## src/rtl/div_int_seq.sv

```systemverilog
// Sequential radix-2 restoring divider: 2W-bit dividend / W-bit divisor.
// Produces one quotient bit per clock. Signed or unsigned is chosen per operation,
// and divide-by-zero and quotient overflow are reported separately.
module div_int_seq #(
    parameter int W = 32
) (
    input  logic           clk,
    input  logic           rst,
    input  logic           start,
    input  logic           sgn,
    input  logic [2*W-1:0] dnd,
    input  logic [W-1:0]   der,
    output logic           busy,
    output logic           done,
    output logic [W-1:0]   quo,
    output logic [W-1:0]   rem,
    output logic           err,
    output logic           dbz
);

    typedef enum logic [1:0] {IDLE, PREP, CALC, FIX} state_t;

    localparam int CW = $clog2(W + 1);
    localparam logic [W-1:0] MAX_POS = {1'b0, {(W-1){1'b1}}};
    localparam logic [W-1:0] MIN_MAG = {1'b1, {(W-1){1'b0}}};

    state_t state, state_next;

    logic           sgn_r;
    logic [2*W-1:0] dnd_r;
    logic [W-1:0]   der_r;
    logic [W-1:0]   abs_der_r;
    logic [W-1:0]   rem_acc;
    logic [W-1:0]   quo_acc;
    logic [CW-1:0]  cnt;
    logic           q_neg;
    logic           r_neg;
    logic           ovf_flag;
    logic           dbz_flag;

    logic [2*W-1:0] abs_dnd;
    logic [W-1:0]   abs_der;
    logic           prep_dbz;
    logic           prep_ovf;
    logic [W:0]     shifted;
    logic           fits;
    logic [W-1:0]   diff;
    logic           fix_ovf;
    logic           fix_err;
    logic [W-1:0]   quo_fix;
    logic [W-1:0]   rem_fix;

    // Magnitudes, PREP screening, one restoring step, and the final sign/overflow fix-up
    always_comb begin
        abs_dnd  = (sgn_r && dnd_r[2*W-1]) ? -dnd_r : dnd_r;
        abs_der  = (sgn_r && der_r[W-1]) ? -der_r : der_r;
        prep_dbz = (der_r == '0);
        prep_ovf = (abs_dnd[2*W-1:W] >= abs_der);

        shifted  = {rem_acc, quo_acc[W-1]};
        fits     = (shifted >= {1'b0, abs_der_r});
        diff     = shifted[W-1:0] - abs_der_r;

        fix_ovf  = sgn_r && ((!q_neg && (quo_acc > MAX_POS)) ||
                             ( q_neg && (quo_acc > MIN_MAG)));
        fix_err  = ovf_flag || dbz_flag || fix_ovf;
        quo_fix  = q_neg ? -quo_acc : quo_acc;
        rem_fix  = r_neg ? -rem_acc : rem_acc;
    end

    // State register
    always_ff @(posedge clk or posedge rst) begin
        if (rst) begin
            state <= IDLE;
        end else begin
            state <= state_next;
        end
    end

    // Next-state logic; PREP exits straight to FIX when the operands are already known bad
    always_comb begin
        state_next = state;
        case (state)
            IDLE:    if (start) state_next = PREP;
            PREP:    state_next = (prep_dbz || prep_ovf) ? FIX : CALC;
            CALC:    if (cnt == CW'(1)) state_next = FIX;
            FIX:     state_next = IDLE;
            default: state_next = IDLE;
        endcase
    end

    assign busy = (state != IDLE);

    // Operand capture, iteration datapath and result registers
    always_ff @(posedge clk or posedge rst) begin
        if (rst) begin
            sgn_r     <= 1'b0;
            dnd_r     <= '0;
            der_r     <= '0;
            abs_der_r <= '0;
            rem_acc   <= '0;
            quo_acc   <= '0;
            cnt       <= '0;
            q_neg     <= 1'b0;
            r_neg     <= 1'b0;
            ovf_flag  <= 1'b0;
            dbz_flag  <= 1'b0;
            done      <= 1'b0;
            quo       <= '0;
            rem       <= '0;
            err       <= 1'b0;
            dbz       <= 1'b0;
        end else begin
            done <= 1'b0;
            case (state)
                IDLE: begin
                    if (start) begin
                        sgn_r <= sgn;
                        dnd_r <= dnd;
                        der_r <= der;
                    end
                end
                PREP: begin
                    abs_der_r <= abs_der;
                    q_neg     <= sgn_r & (dnd_r[2*W-1] ^ der_r[W-1]);
                    r_neg     <= sgn_r & dnd_r[2*W-1];
                    dbz_flag  <= prep_dbz;
                    ovf_flag  <= prep_ovf;
                    rem_acc   <= abs_dnd[2*W-1:W];
                    quo_acc   <= abs_dnd[W-1:0];
                    cnt       <= CW'(W);
                end
                CALC: begin
                    rem_acc <= fits ? diff : shifted[W-1:0];
                    quo_acc <= {quo_acc[W-2:0], fits};
                    cnt     <= cnt - CW'(1);
                end
                FIX: begin
                    done <= 1'b1;
                    err  <= fix_err;
                    dbz  <= dbz_flag;
                    quo  <= fix_err ? '0 : quo_fix;
                    rem  <= fix_err ? '0 : rem_fix;
                end
                default: begin
                end
            endcase
        end
    end

endmodule

```

## config.mk

```make
export PLATFORM = sky130hd
export DESIGN_NAME = div_int_seq
export DESIGN_NICKNAME = d
export VERILOG_FILES = /design/src/rtl/div_int_seq.sv
export SDC_FILE = /design/constraint.sdc
export NUM_CORES = 1
export LEC_CHECK = 0
export CAP_MARGIN = 20
export CORE_MARGIN = 2
export CORE_UTILIZATION = 45
export CTS_BUF_LIST = sky130_fd_sc_hd__clkbuf_4 sky130_fd_sc_hd__clkbuf_8
export DETAILED_ROUTE_END_ITERATION = 6
export GPL_TIMING_DRIVEN = 0
export PLACE_DENSITY = 0.68
export RECOVER_POWER = 50
export SLEW_MARGIN = 10
export SYNTH_ARGS = -nofsm -noshare
export SYNTH_HDL_FRONTEND = slang
export SYNTH_SLANG_ARGS = --single-unit
```

## constraint.sdc

```tcl
create_clock -name clk -period 8.8 [get_ports clk]
set_input_delay 1.76 -clock clk [delete_from_list [all_inputs] [get_ports clk]]
set_output_delay 1.76 -clock clk [all_outputs]
set_load 0.005 [all_outputs]
```

Word level (Yosys, flattened, before mapping)
Index checks and enable logic that the tools add are counted.
- reduce and logical (&&, ||, !) cells: 16
- equality and inequality tests: 6
- add/sub/neg operators: 6
- muxes and demuxes: 15
- magnitude comparators: 4
- bitwise logic cells: 3
- operators with widths (kind ; count):
    $mux W32 ; 6
    $pmux W32 S2 ; 2
    $neg A32 Y32 ; 3
    $mux W64 ; 1
    $neg A64 Y64 ; 1
    $ge A33 B32 Y1 ; 1
    $ge A32 B32 Y1 ; 1
    $gt A32 B31 Y1 const B ; 1
    $gt A32 B32 Y1 const B ; 1
    $logic_not A32 Y1 ; 1
    $sub A32 B32 Y32 ; 1
    $pmux W6 S2 ; 1
    $pmux W2 S4 ; 1
    $eq A6 B1 Y1 const B ; 1
    $sub A6 B1 Y6 const B ; 1
    $logic_and A1 B1 Y1 ; 5
    $eq A2 B2 Y1 const B ; 2
    $logic_or A1 B1 Y1 ; 4
    $mux W2 ; 2
    $ne A2 B2 Y1 const B ; 2
    $reduce_and A2 Y1 ; 2
    $reduce_bool A2 Y1 ; 2
    $and A1 B1 Y1 ; 2
    $eq A2 B1 Y1 const B ; 1
    4 further kinds ; 5
- bits in registers: 272
- output and inout port bits: 68
- bits of input ports: 100
- logic and storage cells: 67

Logic depth before layout (Yosys ltp)
Gate-level depths: netlist of the first run.
- depth after elaboration: 6
- gate-level depth with buffers: 17
- mapped depth without buffers: 17

Least setup slack after synthesis of the first run
Ideal clock, no wire load.
- path kind: flip-flop to flip-flop
- start: reg dnd_r[42]
- end: reg state[0]
- required time: 8675 ps
- stages on the path, launching flop included: 16
- period minus slack after synthesis: 4028 ps
- setup slack: 4772 ps
- library setup time: 125 ps
- data arrival time: 3903 ps
- path buffers: 0
- cells stage by stage: dfrtp_1 > or4_1 > nor4_2 > or4b_1 > or3b_1 > o31ai_1 > xnor2_1 > ha_1 > a21o_1 > a21o_1 > a21o_1 > a21oi_1 > nor2b_1 > o21ai_0 > nor3b_1 > a21oi_1
- longest elaborated chain between the ends: 6
- ends and longest elaborated chain (item ; line ; RTL):
    from (decl) ; 30 ; logic [2*W-1:0] dnd_r;
    from (signal assigned) ; 119 ; dnd_r <= dnd;
    $neg A64 Y64 ; 55 ; abs_dnd = (sgn_r && dnd_r[2*W-1]) ? -dnd_r : dnd_r;
    $mux W64 (*) ; 55 ;
    $ge A32 B32 Y1 (*) ; 58 ; prep_ovf = (abs_dnd[2*W-1:W] >= abs_der);
    $logic_or A1 B1 Y1 (*) ; 85 ; PREP: state_next = (prep_dbz || prep_ovf) ? FIX : CALC;
    $mux W1 (*) ; 85 ;
    $pmux W2 S4 (*) ; 83 ; case (state)
    to (signal assigned) ; 76 ; state <= state_next;
    to (decl) ; 27 ; state_t state, state_next;
Mark *: on every way between the ends. The rest lies on a longest branch, timed or not.
A chain may end at the register's enable or synchronous reset.

==> results of run 1 <==
[state kept, by name, summed over array words and instances (netlist names)]
register	cells
dnd_r	64
sgn_r	1
abs_der_r	32
quo	32
dbz	1
quo_acc	32
dbz_flag	1
q_neg	1
rem	32
r_neg	1
cnt	6
ovf_flag	1
der_r	32
err	1
state	2
done	1
rem_acc	32
[metrics by stage]
step | worst slack, ns | instance area, um2 | utilization, % | total power, mW
after global placement | 1.49 | 18900 | 51.8 | 7.92
after detailed placement | 3.64 | 19000 | 52.1 | 8.10
after global routing | 1.93 | 20000 | 54.6 | 10.1
final | 2.90 | 20000 | 54.6 | 9.43
after floorplan | 3.44 | 16600 | - | 6.32
after CTS | 3.59 | 20100 | 54.9 | 9.38
[worst max path at each step]
| stage | endpoint | slack (ns) | cells after the start |
|---|---|---|---|
| floorplan | abs_der_r[0] | 3.44 | 1 |
| global placement | dnd_r[39] | 1.49 | 2 |
| detailed placement | ovf_flag | 3.64 | 16 |
| CTS | ovf_flag | 3.59 | 16 |
| global route | der_r[18] | 1.93 | 4 |
| finish | der_r[18] | 2.90 | 4 |
[power breakdown]
| part | total (mW) | internal, mW | switching [mW] |
|---|---|---|---|
| Combinational | 5.61 | 2.45 | 3.15 |
| Sequential | 2.59 | 1.87 | 0.716 |
| Clock | 1.23 | 0.703 | 0.528 |
| Total | 9.43 | 5.03 | 4.40 |
[worst register-to-register path: cells and delay by family (launching register included)]
kind / cells / cell delay [ns]
compound gates: 7 / 1.52
xor+xnor: 1 / 0.37
fa+ha+maj: 1 / 0.31
flops: 1 / 0.45
simple gates: 7 / 2.45
[cells by family (layout without fill, tap and decap cells)]
kind of cell / after synthesis / after routing / share of synthesized area, %
muxes: 150 / 150 / 9.98
DFF: 272 / 272 / 40.9
xor gates and xnor gates: 178 / 178 / 9.37
adders and majority gates: 76 / 76 / 5.76
AOI/OAI and AO/OA: 453 / 453 / 17.5
and+or+nand+nor: 397 / 397 / 11.4
buffers and inverters: 212 / 468 / 5.05
[placed cells by master, fill, tap and decap left out, types with 12 or more instances in the layout]
cell	count
a21oi_1	112
nor2_1	133
xor2_1	101
ha_1	75
mux2_2	126
mux2i_1	23
o41ai_1	17
xnor2_1	77
clkbuf_4	12
o22ai_1	59
nor3_1	29
dfrtp_1	272
a221o_1	12
nor4_1	14
or3_1	15
o21a_1	12
nand4_1	16
o31ai_1	29
o21ai_0	110
inv_1	129
clkdlybuf4s50_1	165
clkbuf_8	58
nand2b_1	12
nand3_1	13
nand2_1	102
clkbuf_1	74
or4_1	19
a21o_1	28
[final cells by class]
cell class	count	area, um2
Timing Repair Buffer	174	1710
Fill cell	3329	16600
Clock buffer	70	888
Tap cell	468	586
Clock inverter	12	116
Multi-Input combinational cell	1254	9000
Buffer	82	353
Sequential cell	272	6810
Inverter	130	489
[routing by layer]
metal,routed length (um),up-vias
li1,-,6675
met1,23200,6782
met2,21000,447
met3,3010,81
met4,1330,0
met5,0,-
==> metrics.csv, run 1 <==
stage,metric,value,unit
final_layout,area.growth.synth_to_final,19.9,%
worst_setup_path,cp-startpoint,rst,
sta,skew,0.0307,ns
routing,drt-total-wl,48.6,mm
clock_tree,clkLatencyLatePin,0.60,ns
run_status,violations,"capacitance limit, slew limit",
clock_tree,clkTransAtPathRegs,0.05,ns
worst_setup_path,crit_chain,dlygate4sd3_1 > clkinvlp_2 > clkbuf_1 > clkbuf_1,
global_route,grtUsageTotal,25.3,%
synth,synth_most_common_cell,dfrtp_1,
power_and_ir_drop,power_density,473,nW/um2
synth,synth_area_per_cell,9.58,um2
clock_tree,cts_tree,yes,
final_layout,final_cells,2462,
synth,synth_warnings,0,
worst_setup_path,rr_worst_depth,16,
global_route,grt-ovfl-total,0,
floorplanning,boundaryPins,168,
global_route,grt_util_met3,3.80,%
synth,netlist.area_leader.share,40.9,%
synth,synth_common_cells,"272 x dfrtp_1, 133 x nor2_1, 130 x inv_1, 127 x mux2_2, 112 x a21oi_1",
global_route,grt_max_degree,40,
sta,hold_viol,0,
sta,fmax,169,MHz
flow_run,maxCapViolations,6,
routing,first_pass_iters,5,
worst_hold_path,min_path_type,reg2reg,
floorplanning,die_h,196,um
power_and_ir_drop,ir_worst_vdd,159,uV
sta,post-route-period-util,67.1,%
clock_tree,cts_buffers,47,
global_route,grt.busiest_layer,met2,
sta,finalCriticalPeriod,5.90,ns
final_layout,drive_above_1_share,11.8,%
synth,syn_inst,1738,
worst_setup_path,regToRegSetupSlack,3.54,ns
place,gp_congestion,0.920,
global_route,use_met1,37.1,%
synth,synth_nets,1914,
sta,hold_slack,0.488,ns
global_route,grt_pass1_wl,76.8,mm
synth,synthArstFlopShare,100,%
clock_tree,clock_sink_count,272,
synth,netlist_area,16600,um2
sta,fin_setup_tns,0,ns
sta,rsz0062_at_grt,no,
final_layout,diodes,0,
clock_tree,cts_root_buf,clkbuf_8,
sta,worst_pin_slew,2.11,ns
worst_setup_path,worst_path_dominant_cell_family,buffers and inverters,
floorplanning,core_area,36500,um2
sta,setup_viol,0,
sta,slew_headroom,-40.8,%
place,place_inst,2380,
worst_setup_path,worst_path_max_delay_cell,clkbuf_1,
routing,drtAntennaViolNets,0,
synth,synthTopCellsByArea,"dfrtp_1 41%, mux2_2 8.6%, ha_1 5.6%",
synth,synth_edf_count,0,
worst_setup_path,rr_endpoint,ovf_flag,
routing,via_per_inst,5.68,
worst_setup_path,setup.worst_path.class,in2async,
clock_tree,cts_setup_buffers,0,
floorplanning,die-area,38500,um2
final_layout,fin_nets,2137,
global_route,grt_pass1_vias,13900,
worst_setup_path,worstPathRequired,9.10,ns
clock_tree,h-tree-depth,2,
routing,drcViolationCount,0,
worst_setup_path,cp_slowest_stage_delay,1.52,ns
routing,vias,14000,
floorplanning,initial_core_util,45.6,%
synth,synthFlopType,dfrtp_1,
place,portBuffers,167,
run_status,status,finished with violations,
worst_setup_path,critPathLaunchType,input pin,
routing,drtIter0Drc,1085,
worst_hold_path,whs_endpoint,err,
worst_setup_path,crit_top_cell,clkbuf_1,
worst_hold_path,hold_depth,1,
clock_tree,clock_path_buffers,3,
worst_setup_path,cp_max_fo,39,
synth,ys_seq_elements,272,
global_route,met2_usage,38.5,%
synth,synth_top_cell_by_area,dfrtp_1,
synth,yosysSeqAreaShare,40.9,%
worst_setup_path,crit_arrival,6.21,ns
clock_tree,postCtsHoldBufs,0,
sta,final_max_slew_viol_count,225,
floorplanning,fp.dieW,196,um
synth,synth.distinct_cells,63,
global_route,antenna_found_initial,0,
worst_setup_path,crit_buf_inv,4,
worst_hold_path,hold_start,err,
worst_setup_path,critical_path.endpoint_type,async pin,
floorplanning,rows,70,
place,hpwlAfterDp,38.5,mm
clock_tree,post_cts_resized,0,
routing,wl_per_cell,19.7,um
worst_setup_path,r2r_start,dnd_r[6],
power_and_ir_drop,power.leakage,8.43,nW
Note: power is estimated with default switching activity, not from simulation.
==> inputs of run 2 (changes only) <==
clock period = 5.4 ns   (was 8.8 ns; I/O delays follow)
==> run 2 against run 1 <==
Register-to-register slack got worse by 3.3 ns. Die area did not move. Largest power group unchanged. First-iteration DRC count rose by 1.6%. Global-route usage did not move. Clock skew rose by 0.00062 ns. Core utilization barely moved. Clock power rose by 63%. Combinational power rose by 63%. Critical path depth rose by 12. Sequential power rose by 63%. Critical path type is now reg2reg. Non-clock buffer count did not move. The run still ends with capacitance limit, slew limit left. Setup slack got worse by 2.6 ns. Largest cell class unchanged.
==> metrics.csv, run 2 (synthesis gave the netlist of run 1 again) <==
stage,metric,value,unit,change
worst_setup_path,crit_end,ovf_flag,,was der_r[18]
sta,setup_ws,0.288,ns,was 2.90 ns
clock_tree,cts_setup_buffers,0,,unchanged
power_and_ir_drop,intPower,8.20,mW,was 5.03 mW
global_route,grt_max_degree,40,,unchanged
floorplanning,fp.dieW,196,um,unchanged
run_status,status,finished with violations,,unchanged
clock_tree,clock_path_buffers,3,,unchanged
worst_setup_path,critPathLaunchType,flip-flop,,was input pin
sta,setup_viol,0,,unchanged
clock_tree,cts_tree,yes,,unchanged
worst_setup_path,crit_arrival,5.55,ns,was 6.21 ns
routing,drcViolationCount,0,,unchanged
final_layout,layout_commonest_cell,dfrtp_1,,unchanged
worst_setup_path,regToRegSetupSlack,0.29,ns,was 3.54 ns
floorplanning,die_h,196,um,unchanged
global_route,grt-ovfl-total,0,,unchanged
worst_setup_path,crit_top_cell,a21o_1,,was clkbuf_1
routing,wl_per_cell,19.7,um,about the same
power_and_ir_drop,power.leakage,8.44,nW,was 8.43 nW
worst_setup_path,crit_buf_inv,0,,was 4
sta,fin_setup_tns,0,ns,unchanged
power_and_ir_drop,power_density,770,nW/um2,was 473 nW/um2
worst_setup_path,cp_max_fo,6,,was 39
sta,skew,0.0313,ns,was 0.0307 ns
final_layout,area.growth.synth_to_final,19.9,%,about the same
sta,post-route-period-util,94.7,%,
clock_tree,clock_sink_count,272,,unchanged
power_and_ir_drop,switching_power,7.17,mW,was 4.40 mW
worst_setup_path,setup.worst_path.class,reg2reg,,was in2async
sta,hold_slack,0.488,ns,about the same
worst_setup_path,rr_worst_depth,16,,unchanged
power_and_ir_drop,seq_power_share,27.4,%,was 27.5%
place,gp_congestion,0.920,,unchanged
worst_setup_path,crit_chain,or4_1 > nor3_1 > nand4_1 > nor3_2 > nor2_1 > xnor2_1 > ha_1 > nand2b_1 > a21o_1 > a21o_1 > a21o_1 > a21o_1 > a2111oi_0 > o21ai_0 > nand3_1 > a41oi_1,,was dlygate4sd3_1 > clkinvlp_2 > clkbuf_1 > clkbuf_1
final_layout,final_core_util,54.6,%,about the same
clock_tree,clkLatencyLatePin,0.60,ns,about the same
power_and_ir_drop,ir_worst_vdd,260,uV,was 159 uV
final_layout,fin_nets,2137,,unchanged
floorplanning,die-area,38500,um2,unchanged
worst_setup_path,worst_path_dominant_cell_family,simple AND/OR/NAND/NOR gates,,was buffers and inverters
final_layout,largest_reg_flops,64,,unchanged
global_route,grtUsageTotal,25.3,%,unchanged
run_status,violations,"capacitance limit, slew limit",,unchanged
clock_tree,cts_buffers,47,,unchanged
flow_run,maxCapViolations,3,,was 6
worst_setup_path,worstPathRequired,5.83,ns,was 9.10 ns
place,hpwlAfterDp,38.5,mm,unchanged
routing,drt-total-wl,48.6,mm,about the same
power_and_ir_drop,power,15.4,mW,was 9.43 mW
routing,first_pass_iters,6,,was 5
worst_setup_path,path_depth,16,,was 4
place,dp_slack,0.239,ns,was 3.64 ns
sta,finalCriticalPeriod,5.11,ns,
final_layout,top_register,dnd_r,,unchanged
sta,worst_pin_slew,2.04,ns,was 2.11 ns
final_layout,final_cells,2462,,unchanged
routing,via_per_inst,5.68,,about the same
clock_tree,clkTransAtPathRegs,0.06,ns,was 0.05 ns
sta,hold_viol,0,,unchanged
worst_hold_path,min_path_type,reg2reg,,unchanged
global_route,antenna_found_initial,0,,unchanged
worst_hold_path,hold_depth,1,,unchanged
sta,slew_headroom,-36.1,%,was -40.8%
place,place_area,19000,um2,unchanged
final_layout,diodes,0,,unchanged
final_layout,drive_above_1_share,12.1,%,was 11.8%
power_and_ir_drop,p_comb_share,59.5,%,about the same
global_route,grt_pass1_wl,76.8,mm,unchanged
power_and_ir_drop,p_clk_share,13.1,%,about the same
worst_setup_path,worst_path_max_delay_cell,or4_1,,was clkbuf_1
routing,drtAntennaViolNets,0,,unchanged
clock_tree,h-tree-depth,2,,unchanged
worst_setup_path,critical_path.endpoint_type,flip-flop,,was async pin
final_layout,layout_common_cells,"272 x dfrtp_1, 165 x clkdlybuf4s50_1, 133 x nor2_1",,unchanged
place,portBuffers,167,,unchanged
sta,final_max_slew_viol_count,108,,was 225
worst_setup_path,cp_slowest_stage_delay,0.60,ns,was 1.52 ns
floorplanning,boundaryPins,168,,unchanged
power_and_ir_drop,p_sw_share,46.6,%,about the same
worst_setup_path,rr_endpoint,ovf_flag,,unchanged
worst_setup_path,cp-startpoint,dnd_r[6],,was rst
sta,rsz0062_at_grt,no,,unchanged
place,place_inst,2380,,unchanged
sta,fmax,196,MHz,
clock_tree,cts_root_buf,clkbuf_8,,unchanged
floorplanning,core_area,36500,um2,unchanged
floorplanning,initial_core_util,45.6,%,unchanged
routing,drtIter0Drc,1102,,was 1085
final_layout,fin_area,20000,um2,about the same
floorplanning,rows,70,,unchanged
routing,vias,14000,,about the same
worst_setup_path,r2r_start,dnd_r[6],,unchanged
global_route,grt_pass1_vias,13900,,unchanged
run 2: cell type report:
type / instances / area, um2
Inverter: 130 / 489
Multi-Input combinational cell: 1254 / 9000
Clock buffer: 70 / 888
Tap cell: 468 / 586
Fill cell: 3329 / 16600
Sequential cell: 272 / 6810
Buffer: 82 / 353
Clock inverter: 12 / 116
Timing Repair Buffer: 174 / 1720
run 2: repair_timing:
action                     4_1_cts  5_1_grt
hold buffers                     0        0
setup endpoints to repair        0        2
gates resized for setup          0        1
run 2: per-layer routing:
| layer | share of wire (%) | track usage, % | vias up | routed length (um) |
|---|---|---|---|---|
| li1 | - | - | 6677 | - |
| met1 | 48 | 37.1 | 6763 | 23100 |
| met2 | 43 | 38.5 | 473 | 21000 |
| met3 | 6.3 | 3.80 | 83 | 3070 |
| met4 | 2.8 | 7.91 | 0 | 1370 |
| met5 | 0 | 0 | - | 0 |
run 2: how the worst min path moves through the flow:
stage               startpoint   to  slack [ns]
detailed placement         err  err        0.49
global placement           err  err        0.48
CTS                        err  err        0.50
global route               err  err        0.51
finish                     err  err        0.49
floorplan                  err  err        0.47
run 2: power groups by stage:
stage | registers (mW) | logic (mW) | clock network (mW)
6_report | 4.22 | 9.14 | 2.01
3_3_place_gp | 4.15 | 8.76 | 0
3_5_place_dp | 4.22 | 8.98 | 0
5_1_grt | 4.37 | 10.1 | 2.12
2_1_floorplan | 3.86 | 6.45 | 0
4_1_cts | 4.19 | 9.04 | 2.05
run 2: worst reg2reg max path, stage by stage, from the launching register on:
cell and delay (ns):
dfrtp_1 0.45, or4_1 0.60, nor3_1 0.39, nand4_1 0.45, nor3_2 0.42, nor2_1 0.10
xnor2_1 0.38, ha_1 0.31, nand2b_1 0.14, a21o_1 0.18, a21o_1 0.17, a21o_1 0.16
a21o_1 0.17, a2111oi_0 0.45, o21ai_0 0.27, nand3_1 0.19, a41oi_1 0.12
==> patch, RTL diff (config.mk and constraints of run 2) <==
Set the parameter `W` to 64 (it was 32).
--- a/src/rtl/div_int_seq.sv
+++ b/src/rtl/div_int_seq.sv
@@ -2,7 +2,7 @@
 // Produces one quotient bit per clock. Signed or unsigned is chosen per operation,
 // and divide-by-zero and quotient overflow are reported separately.
 module div_int_seq #(
-    parameter int W = 32
+    parameter int W = 64
 ) (
     input  logic           clk,
     input  logic           rst,
Interface: changed (resized der, dnd, quo and rem); port bits go from 168 to 328. The function was not compared with the original's and may differ.
==> patch against run 2 <==
Setup slack got worse by 0.19 ns; maximum frequency decreased by 3.5%; via count increased by 120%; the run still ends with capacitance limit, slew limit left; synthesized area rose by 100%; routed wire length rose to 2.6 times the old value; total power rose by 110%; cell area grew 100%; count of clock-buffer cells in the layout grew 83; sequential cell count up 257.
==> patch: results (changes against run 2) <==
- Vias in the first global route: 29500 (was 13900)
- Distinct cells, synth: 84 (was 63)
- Post-synth ARST share: 1.00 (unchanged)
- Clock Skew: 0.0707 ns (was 0.0313 ns)
- Share of cells above drive strength 1: 0.133 (was 0.121)
- Vias/cell: 6.03 (was 5.68)
- Post-layout nets: 4390 (was 2137)
- Top FF cell, synth: dfrtp_1 (unchanged)
- Number of flip-flops in the largest register: 128 (was 64)
- First-pass GRT wire length: 187000 um (was 76800 um)
- Routed wire per std cell: 24.6 um (was 19.7 um)
- GRT overflow: 0 (unchanged)
- Syn_nets: 3937 (was 1914)
- Clock latency on the worst-skew pair: 0.75 ns (was 0.60 ns)
- Hold Path Class: reg2reg (unchanged)
- Synth area leaders: dfrtp_1, mux2_2, xor2_1, ha_1, a21oi_1 (was dfrtp_1, mux2_2, ha_1, xor2_1, xnor2_1)
- Final Max Slew Viols: 64 (was 108)
- CTS resizes: 19 (was 0)
- Yosys warns: 0 (unchanged)
- Root Driver: clkbuf_8 (unchanged)
- Register area share after synthesis: 0.396 (was 0.409)
- Routability congestion estimate: 0.978 (was 0.920)
- Drt pass-1 iters: 6 (unchanged)
- Max cap viols: 3 (unchanged)
- Number of port buffers: 327 (was 167)
- Top Family by Delay on Critical Path: simple AND/OR/NAND/NOR gates (unchanged)
- Most flops, register: dnd_r (unchanged)
- Post-CTS Setup Bufs: 5 (was 0)
- CTS Buf Count: 96 (was 47)
- Largest net degree at the start of global routing: 40 (unchanged)
- CTS H-tree depth: 3 (was 2)
- Total GRT Usage: 0.321 (was 0.253)
- Status: finished with violations (unchanged)
- Worst IR Drop VDD: 0.000413 V (was 0.000260 V)
- Failing checks: capacitance limit, slew limit (unchanged)
- Crit-path max FO: 6 (unchanged)
- Synth top cells by count: dfrtp_1, mux2_2, inv_1 (was dfrtp_1, nor2_1, inv_1)
- CP max stage cell: or4_1 (unchanged)
- Filler instances: 6704 (was 3329)
- LEAKAGE: 17.1 nW (was 8.44 nW)
- Placed wire-length estimate: 98800 um (was 38500 um)
- CTS clk-pin slew, worst paths: 0.06 ns (about the same)
- Drt first-iter violations: 3088 (was 1102)
- Worst slew pin tran: 1.93 ns (was 2.04 ns)
- Crit path largest cell delay: 0.64 ns (was 0.60 ns)
- CTS max path bufs: 3 (unchanged)
- Initial antenna violation count: 4 (was 0)
==> patch: cell types whose count changed in the layout (fill, tap and decap cells not counted), moves of 70 or more <==
cell             delta
mux2_2            +131
o22ai_1            +87
clkbuf_1           +94
nor2_1            +111
o21ai_0           +123
dfrtp_1           +256
nand2_1           +147
xor2_1            +130
a21oi_1           +127
inv_1             +126
clkdlybuf4s50_1   +109
clkbuf_8           +70
==> patch: routing by layer <==
layer | global-route usage | up-vias | part of all wire
li1 | - | 13800 | -
met1 | 0.453 | 15000 | 0.43
met2 | 0.485 | 1553 | 0.44
met3 | 0.0671 | 279 | 0.091
met4 | 0.120 | 4 | 0.040
met5 | 0 | - | 0.00021
==> patch: through the flow <==
step           std cells  instance area [um^2]  setup TNS [ns]  setup WS, ns  utilization
5_1_grt             5091                 40500          -0.121       -0.0649        0.554
3_5_place_dp        4905                 38200           -3.08        -0.799        0.522
3_3_place_gp        4887                 37900        -3381.30         -6.47        0.517
2_1_floorplan       3601                 33400        -1518.29         -2.87            -
4_1_cts             5083                 40500               0       0.00514        0.553
6_report            5091                 40500               0         0.103        0.554
==> patch: layout make-up <==
cell class,count,area (um^2),area share
Multi-Input combinational cell,2629,18600,0.460
Sequential cell,529,13200,0.327
Timing Repair Buffer,356,3570,0.0881
Clock buffer,153,1950,0.0481
Tap cell,959,1200,0.0296
Inverter,258,970,0.0239
Buffer,184,757,0.0187
Clock inverter,21,206,0.00509
Antenna cell,2,5.00,0.000123
==> patch: worst paths after layout <==
path                                             from                     to  slack, ns  cells past startpoint
worst max register to register  dnd_r[21]$_DFFE_PP0P_   state[0]$_DFFE_PP0P_       0.10                     16
min in group asynchronous                         rst        err$_DFFE_PP0P_       1.11                      2
worst min-delay path                  err$_DFFE_PP0P_        err$_DFFE_PP0P_       0.49                      1
worst min register to register        err$_DFFE_PP0P_        err$_DFFE_PP0P_       0.49                      1
worst max-delay path            dnd_r[21]$_DFFE_PP0P_   state[0]$_DFFE_PP0P_       0.10                     16
max in group asynchronous                         rst  dnd_r[78]$_DFFE_PP0P_       0.72                      7
==> patch: power by group <==
| group | internal [W] | switching, W | total (W) |
|---|---|---|---|
| clock network | 0.00240 | 0.00184 | 0.00423 |
| logic | 0.00780 | 0.0116 | 0.0194 |
| registers | 0.00589 | 0.00250 | 0.00840 |
| total | 0.0161 | 0.0160 | 0.0321 |
==> patch: logic make-up after synthesis <==
kind of cell / count (synthesis) / share of synthesized area
AND/OR/NAND/NOR: 861 / 0.126
buffers and inverters: 443 / 0.0516
multiplexers: 274 / 0.0918
adder cells (fa/ha/maj): 140 / 0.0527
flip-flops: 529 / 0.396
XOR/XNOR: 366 / 0.0960
AO/OA/AOI/OAI: 988 / 0.186
